## src/rtl/vbs_raster_generator.sv

```systemverilog
// rtl/vbs_raster_generator.sv - composite-video raster engine: timing, composite sync, bitmap fetch and serialiser
// Define VBS_EQUALIZING_EN for split broad pulses and equalizing lines around vertical sync.
module vbs_raster_generator #(
  parameter int H_TOTAL       = 512,
  parameter int LINE_COUNT    = 313,
  parameter int HSYNC_LEN     = 29,
  parameter int VSYNC_LINES   = 3,
  parameter int X_START       = 96,
  parameter int Y_START       = 35,
  parameter int BYTES_PER_ROW = 40,
  parameter int ROWS          = 64,
  parameter int ROW_REPEAT    = 3,
  parameter int ADDR_W        = 11
) (
  input  logic              clk,
  input  logic              reset_n,
  input  logic [ADDR_W-1:0] base_addr,
  input  logic              invert,
  output logic              mem_rd,
  output logic [ADDR_W-1:0] mem_addr,
  input  logic [7:0]        mem_data,
  output logic              sync,
  output logic              pixel,
  output logic              active,
  output logic              frame_start
);

  localparam int H_W = $clog2(H_TOTAL);
  localparam int V_W = $clog2(LINE_COUNT);
  localparam int B_W = $clog2(BYTES_PER_ROW + 1);
  localparam int R_W = $clog2(ROW_REPEAT + 1);

  localparam logic [H_W-1:0]    H_LAST      = H_W'(H_TOTAL - 1);
  localparam logic [V_W-1:0]    V_LAST      = V_W'(LINE_COUNT - 1);
  localparam logic [V_W-1:0]    WIN_Y_FIRST = V_W'(Y_START);
  localparam logic [V_W-1:0]    WIN_Y_LAST  = V_W'(Y_START + ROWS * ROW_REPEAT - 1);
  // active is registered, so it is decoded one position early to line up with the shift register
  localparam logic [H_W-1:0]    ACT_X_FIRST = H_W'(X_START - 1);
  localparam logic [H_W-1:0]    ACT_X_LAST  = H_W'(X_START + 8 * BYTES_PER_ROW - 2);
  localparam logic [H_W-1:0]    SLOT_FIRST  = H_W'(X_START - 3);
  localparam logic [2:0]        SLOT_PHASE  = 3'((X_START - 3) % 8);
  localparam logic [B_W-1:0]    LAST_BYTE   = B_W'(BYTES_PER_ROW - 1);
  localparam logic [R_W-1:0]    LAST_REP    = R_W'(ROW_REPEAT - 1);
  localparam logic [ADDR_W-1:0] ROW_PITCH   = ADDR_W'(BYTES_PER_ROW);
  localparam logic [H_W-1:0]    HSYNC_END   = H_W'(HSYNC_LEN);
  localparam logic [H_W-1:0]    BROAD_END   = H_W'(H_TOTAL - HSYNC_LEN);
  localparam logic [V_W-1:0]    VSYNC_END   = V_W'(VSYNC_LINES);
`ifdef VBS_EQUALIZING_EN
  localparam logic [H_W-1:0]    HALF_LINE    = H_W'(H_TOTAL / 2);
  localparam logic [H_W-1:0]    BROAD1_END   = H_W'(H_TOTAL / 2 - HSYNC_LEN);
  localparam logic [H_W-1:0]    EQ1_END      = H_W'(HSYNC_LEN / 2);
  localparam logic [H_W-1:0]    EQ2_END      = H_W'(H_TOTAL / 2 + HSYNC_LEN / 2);
  localparam logic [V_W-1:0]    EQ_PRE_FIRST = V_W'(LINE_COUNT - VSYNC_LINES);
  localparam logic [V_W-1:0]    EQ_POST_END  = V_W'(2 * VSYNC_LINES);
`endif

  typedef enum logic [1:0] {IDLE, FETCH, TAIL} stateT;

  stateT             state;
  stateT             stateNext;
  logic [H_W-1:0]    hPos;
  logic [H_W-1:0]    hNext;
  logic [V_W-1:0]    vPos;
  logic [V_W-1:0]    vNext;
  logic [B_W-1:0]    byteIdx;
  logic [R_W-1:0]    repCnt;
  logic [ADDR_W-1:0] rowBase;
  logic              invLatched;
  logic [7:0]        shiftReg;
  logic              rdPend;

  logic lineEnd;
  logic frameWrap;
  logic frameHit;
  logic winLine;
  logic nextWinLine;
  logic slotHit;
  logic activeLevel;
  logic syncLevel;

  always_comb begin
    lineEnd     = (hPos == H_LAST);
    frameWrap   = lineEnd && (vPos == V_LAST);
    frameHit    = (hPos == '0) && (vPos == '0);
    hNext       = lineEnd ? '0 : hPos + H_W'(1);
    vNext       = vPos;
    if (lineEnd) begin
      vNext = (vPos == V_LAST) ? '0 : vPos + V_W'(1);
    end
    winLine     = (vPos >= WIN_Y_FIRST) && (vPos <= WIN_Y_LAST);
    nextWinLine = (vNext >= WIN_Y_FIRST) && (vNext <= WIN_Y_LAST);
    // fetch slots fall every 8 clocks; byteIdx moves the FSM to TAIL after the last one
    slotHit     = (state == FETCH) && (hPos >= SLOT_FIRST) && (hPos[2:0] == SLOT_PHASE);
    activeLevel = winLine && (hPos >= ACT_X_FIRST) && (hPos <= ACT_X_LAST);
  end

  always_comb begin
    syncLevel = !(hPos < HSYNC_END);
`ifdef VBS_EQUALIZING_EN
    if (vPos < VSYNC_END) begin
      syncLevel = !((hPos < BROAD1_END) || ((hPos >= HALF_LINE) && (hPos < BROAD_END)));
    end else if ((vPos >= EQ_PRE_FIRST) || ((vPos >= VSYNC_END) && (vPos < EQ_POST_END))) begin
      syncLevel = !((hPos < EQ1_END) || ((hPos >= HALF_LINE) && (hPos < EQ2_END)));
    end
`else
    if (vPos < VSYNC_END) begin
      syncLevel = !(hPos < BROAD_END);
    end
`endif
  end

  always_comb begin
    stateNext = state;
    if (frameWrap) begin
      stateNext = IDLE;
    end else if (lineEnd) begin
      stateNext = nextWinLine ? FETCH : IDLE;
    end else if (slotHit && (byteIdx == LAST_BYTE)) begin
      stateNext = TAIL;
    end
  end

  always_ff @(posedge clk or negedge reset_n) begin
    if (!reset_n) begin
      state <= IDLE;
    end else begin
      state <= stateNext;
    end
  end

  always_ff @(posedge clk or negedge reset_n) begin
    if (!reset_n) begin
      hPos        <= '0;
      vPos        <= '0;
      byteIdx     <= '0;
      repCnt      <= '0;
      rowBase     <= '0;
      invLatched  <= 1'b0;
      shiftReg    <= '0;
      rdPend      <= 1'b0;
      mem_rd      <= 1'b0;
      mem_addr    <= '0;
      sync        <= 1'b1;
      active      <= 1'b0;
      frame_start <= 1'b0;
    end else begin
      hPos        <= hNext;
      vPos        <= vNext;
      sync        <= syncLevel;
      active      <= activeLevel;
      frame_start <= frameHit;
      mem_rd      <= slotHit;
      rdPend      <= mem_rd;
      if (slotHit) begin
        mem_addr <= rowBase + ADDR_W'(byteIdx);
      end
      if (lineEnd) begin
        byteIdx <= '0;
      end else if (slotHit) begin
        byteIdx <= byteIdx + B_W'(1);
      end
      // read data arrives the cycle after the strobe; otherwise shift left with zero fill
      if (rdPend) begin
        shiftReg <= mem_data;
      end else begin
        shiftReg <= {shiftReg[6:0], 1'b0};
      end
      if (frameHit) begin
        rowBase    <= base_addr;
        invLatched <= invert;
        repCnt     <= '0;
      end else if (lineEnd && winLine) begin
        if (repCnt == LAST_REP) begin
          repCnt  <= '0;
          rowBase <= rowBase + ROW_PITCH;
        end else begin
          repCnt <= repCnt + R_W'(1);
        end
      end
    end
  end

  assign pixel = active & (shiftReg[7] ^ invLatched);

endmodule

```

## config.mk

```make
export PLATFORM = sky130hd
export DESIGN_NAME = vbs_raster_generator
export DESIGN_NICKNAME = d
export VERILOG_FILES = /design/src/rtl/vbs_raster_generator.sv
export SDC_FILE = /design/constraint.sdc
export NUM_CORES = 1
export LEC_CHECK = 0
export ABC_AREA = 1
export CAP_MARGIN = 20
export CORE_AREA = 10 10 122 69
export DETAILED_ROUTE_END_ITERATION = 10
export DIE_AREA = 0 0 132 79
export GPL_TIMING_DRIVEN = 0
export PLACE_DENSITY = 0.78
export REMOVE_ABC_BUFFERS = 1
export SLEW_MARGIN = 5
export SYNTH_ARGS = -nofsm -noshare
export SYNTH_HDL_FRONTEND = slang
export SYNTH_SLANG_ARGS = --single-unit
```

## constraint.sdc

```tcl
create_clock -name clk -period 3.75 [get_ports clk]
set_input_delay 0.75 -clock clk [delete_from_list [all_inputs] [get_ports clk]]
set_output_delay 0.75 -clock clk [all_outputs]
set_load 0.01 [all_outputs]
```

==> impl_metrics.json <==
{
  "wl_met2_mm": 3.400,
  "setup_tns_ns": 0,
  "p_leak_nw": 2.239,
  "final_common_cell": "nand2_1",
  "cp_cell_sequence": "ha_1 -> nand3_1 -> nor2_1 -> inv_1 -> nor3_1 -> ha_1 -> nand2_1 -> nor2_2 -> nand2_1 -> clkinv_1 -> nand3_1 -> a21oi_1 -> nand3_1 -> nand3_1 -> nand2_1",
  "status": "finished, final reports clean",
  "finalHoldViolCount": 0,
  "post_cts_resized": 0,
  "synth_ff_type": "dfrtp_1",
  "crit_start": "hPos[0]",
  "place_congestion": 0.8534,
  "ys_warn_count": 0,
  "min_path_type": "reg2reg",
  "cp_top_family": "simple AND/OR/NAND/NOR gates",
  "netlist_area_um2": 3679,
  "crit_path_end": "state[0]",
  "synthArstFlopShare_pct": 100.0,
  "fill_cells": 516,
  "grt_max_degree": 65,
  "netlist.area_leader.share_pct": 42.86,
  "rr_worst_depth": 15,
  "grt_pass1_vias": 3012,
  "ant_nets": 0,
  "top_layer": "met4",
  "final-setup-viol-count": 0,
  "arrival_ns": 3.33,
  "drc": 0,
  "num_rows": 21,
  "layout.cells.non_filler": 579,
  "placedCellCount": 564,
  "r2r-end": "state[0]",
  "mostFrequentLayoutCells": "120 x nand2_1, 63 x dfrtp_1, 48 x inv_1",
  "drive_gt1_share_pct": 12.73,
  "route.met3.wl_um": 430,
  "dieArea_um2": 10430,
  "multi_input_area_um2": 1807,
  "drtIter0Drc": 249,
  "placed_cell_area_um2": 4100,
  "viasPerCell": 5.323,
  "synth_edf_count": 0,
  "netSwitchingPower_mw": 0.3393,
  "rsz0062_at_grt": "no",
  "cts_htree_levels": 3,
  "powerDensity_nw_per_um2": 370.5,
  "slowest_delay_ns": 0.66,
  "synthCells": 443,
  "coreArea_um2": 6385,
  "swShare_pct": 20.78,
  "yosysSeqAreaShare_pct": 43.57,
  "slowest_stage": "ha_1",
  "path_max_fanout": 17,
  "seq_area_um2": 1603,
  "die_h_um": 79,
  "cts_made_buffers": 9,
  "intPower_mw": 1.294,
  "ctsLongestPathBuffers": 2,
  "grtUsageTotal_pct": 16.83,
  "diodes": 0,
  "area_growth_pct": 19.80,
  "period_needed_ns": 3.115,
  "routed_wl_mm": 8.438,
  "firstDrtPassIters": 5,
  "cp.required_ns": 3.97,
  "vias": 3082,
  "syn_avg_cell_area_um2": 8.304,
  "grt_pass1_wl_mm": 14.28,
  "irDropWorstVdd_v": 0.0002640,
  "max_freq_mhz": 321.0,
  "p_comb_share_pct": 4.2,
  "grt_overflow": 0,
  "finClkSkew_ns": 0.007000,
  "maxSlewViolCount": 0,
  "synth_cell_type_count": 48,
  "cts_tree": "yes",
  "initial_utilization_pct": 57.61,
  "rrSetupSlack_ns": 0.64,
  "portBuffers": 37,
  "tightestPinTransition_ns": 0.8071,
  "cts_setup_buffers": 0,
  "netlist_top_cells_area": "dfrtp_1 43%, nand2_1 12%, ha_1 5.4%",
  "rr_startpoint": "hPos[0]",
  "insertion_delay_ns": 0.34,
  "fin_crit_sh_pct": 83.06,
  "dp_hpwl_mm": 5.937,
  "design_area_um2": 4407,
  "crit_path_end_kind": "register",
  "cpMostUsedCell": "nand3_1",
  "clock-sinks": 64,
  "cp.depth": 15,
  "seqPwrFrac_pct": 43.3,
  "cts_root_buf": "clkbuf_16",
  "cts.reportedPaths.clkPinSlew_ns": 0.05,
  "start_kind": "register",
  "m1WireLength_mm": 4.497,
  "synth_largest_area_cell": "dfrtp_1",
  "hold_buffers": 0,
  "io_pins": 38,
  "fin_nets": 522,
  "slew_headroom_pct": 46.20,
  "pwr-share-clk_pct": 52.5,
  "max-cap-violations": 0,
  "cp_num_buf_inv": 2,
  "chipWidth_um": 132,
  "crit_type": "reg2reg",
  "ys_ff_latch": 64,
  "wl_per_cell_um": 14.57,
  "antenna_found_initial": 0
}
metal layers:
metal  global-route usage, %  up-vias
met1                   23.57     1472
li1                        -     1521
met3                   4.774       11
met4                   7.506        0
met2                   23.58       78
met5                       0        -
how the worst min path moves through the flow:
stage | startpoint | to | slack, ns | cells after the start
floorplan | mem_rd | rdPend | 0.42 | 0
global placement | mem_rd | rdPend | 0.36 | 0
detailed placement | mem_rd | rdPend | 0.36 | 0
CTS | mem_rd | rdPend | 0.38 | 0
global route | mem_rd | rdPend | 0.39 | 0
finish | mem_rd | rdPend | 0.38 | 0
per-stage QoR:
stage	total power, mW	hold slack, ns	utilization, %	worst slack, ns
6_report	1.633	0.3765	69.02	0.6352
5_1_grt	1.684	0.3873	69.02	0.2833
4_1_cts	1.641	0.3783	69.02	0.6952
3_5_place_dp	0.7866	0.3636	64.22	0.7122
3_3_place_gp	0.7849	0.3627	64.26	-0.1990
2_1_floorplan	0.7432	0.4160	-	1.328
cells in the mapped netlist (4+ instances only):
cell type and number:
nand2_1 120, dfrtp_1 63, inv_1 48, nand3_1 32, o21ai_0 27, nor2_1 26
a21oi_1 16, ha_1 16, xor2_1 10, nor2_2 8, mux2_2 7, nor3_1 7
inv_2 4, nand2_2 4, o21ai_1 4
sequential cells by signal (all words and copies together), names as in the netlist, 2 cells and up:
signal,cells
byteIdx,6
hPos,9
state,2
repCnt,2
mem_addr,11
vPos,9
rowBase,11
shiftReg,8
layout make-up:
type                       count  share of cell area [%]
clock buffer                  12                   6.048
clock inverter                 3                  0.9086
inverter                      54                   4.713
multi-input combinational    317                   41.00
sequential                    64                   36.37
tap                           92                   2.612
timing repair buffer          37                   8.348
cells by family after synthesis:
family	after synthesis	synth area share [%]
compound gates	61	9.695
xor+xnor	11	2.619
buf+inv	62	7.313
simple gates	220	28.40
fa+ha+maj	17	5.986
mux	8	2.415
flops	64	43.57
power by group through the flow:
stage	Sequential [mW]	Combinational, mW	Clock [mW]
floorplan	0.715	0.0279	0
global placement	0.718	0.0672	0
detailed placement	0.718	0.0689	0
CTS	0.706	0.0701	0.865
global route	0.707	0.0784	0.898
finish	0.707	0.0693	0.857
Power figures use the tool's default switching activity.
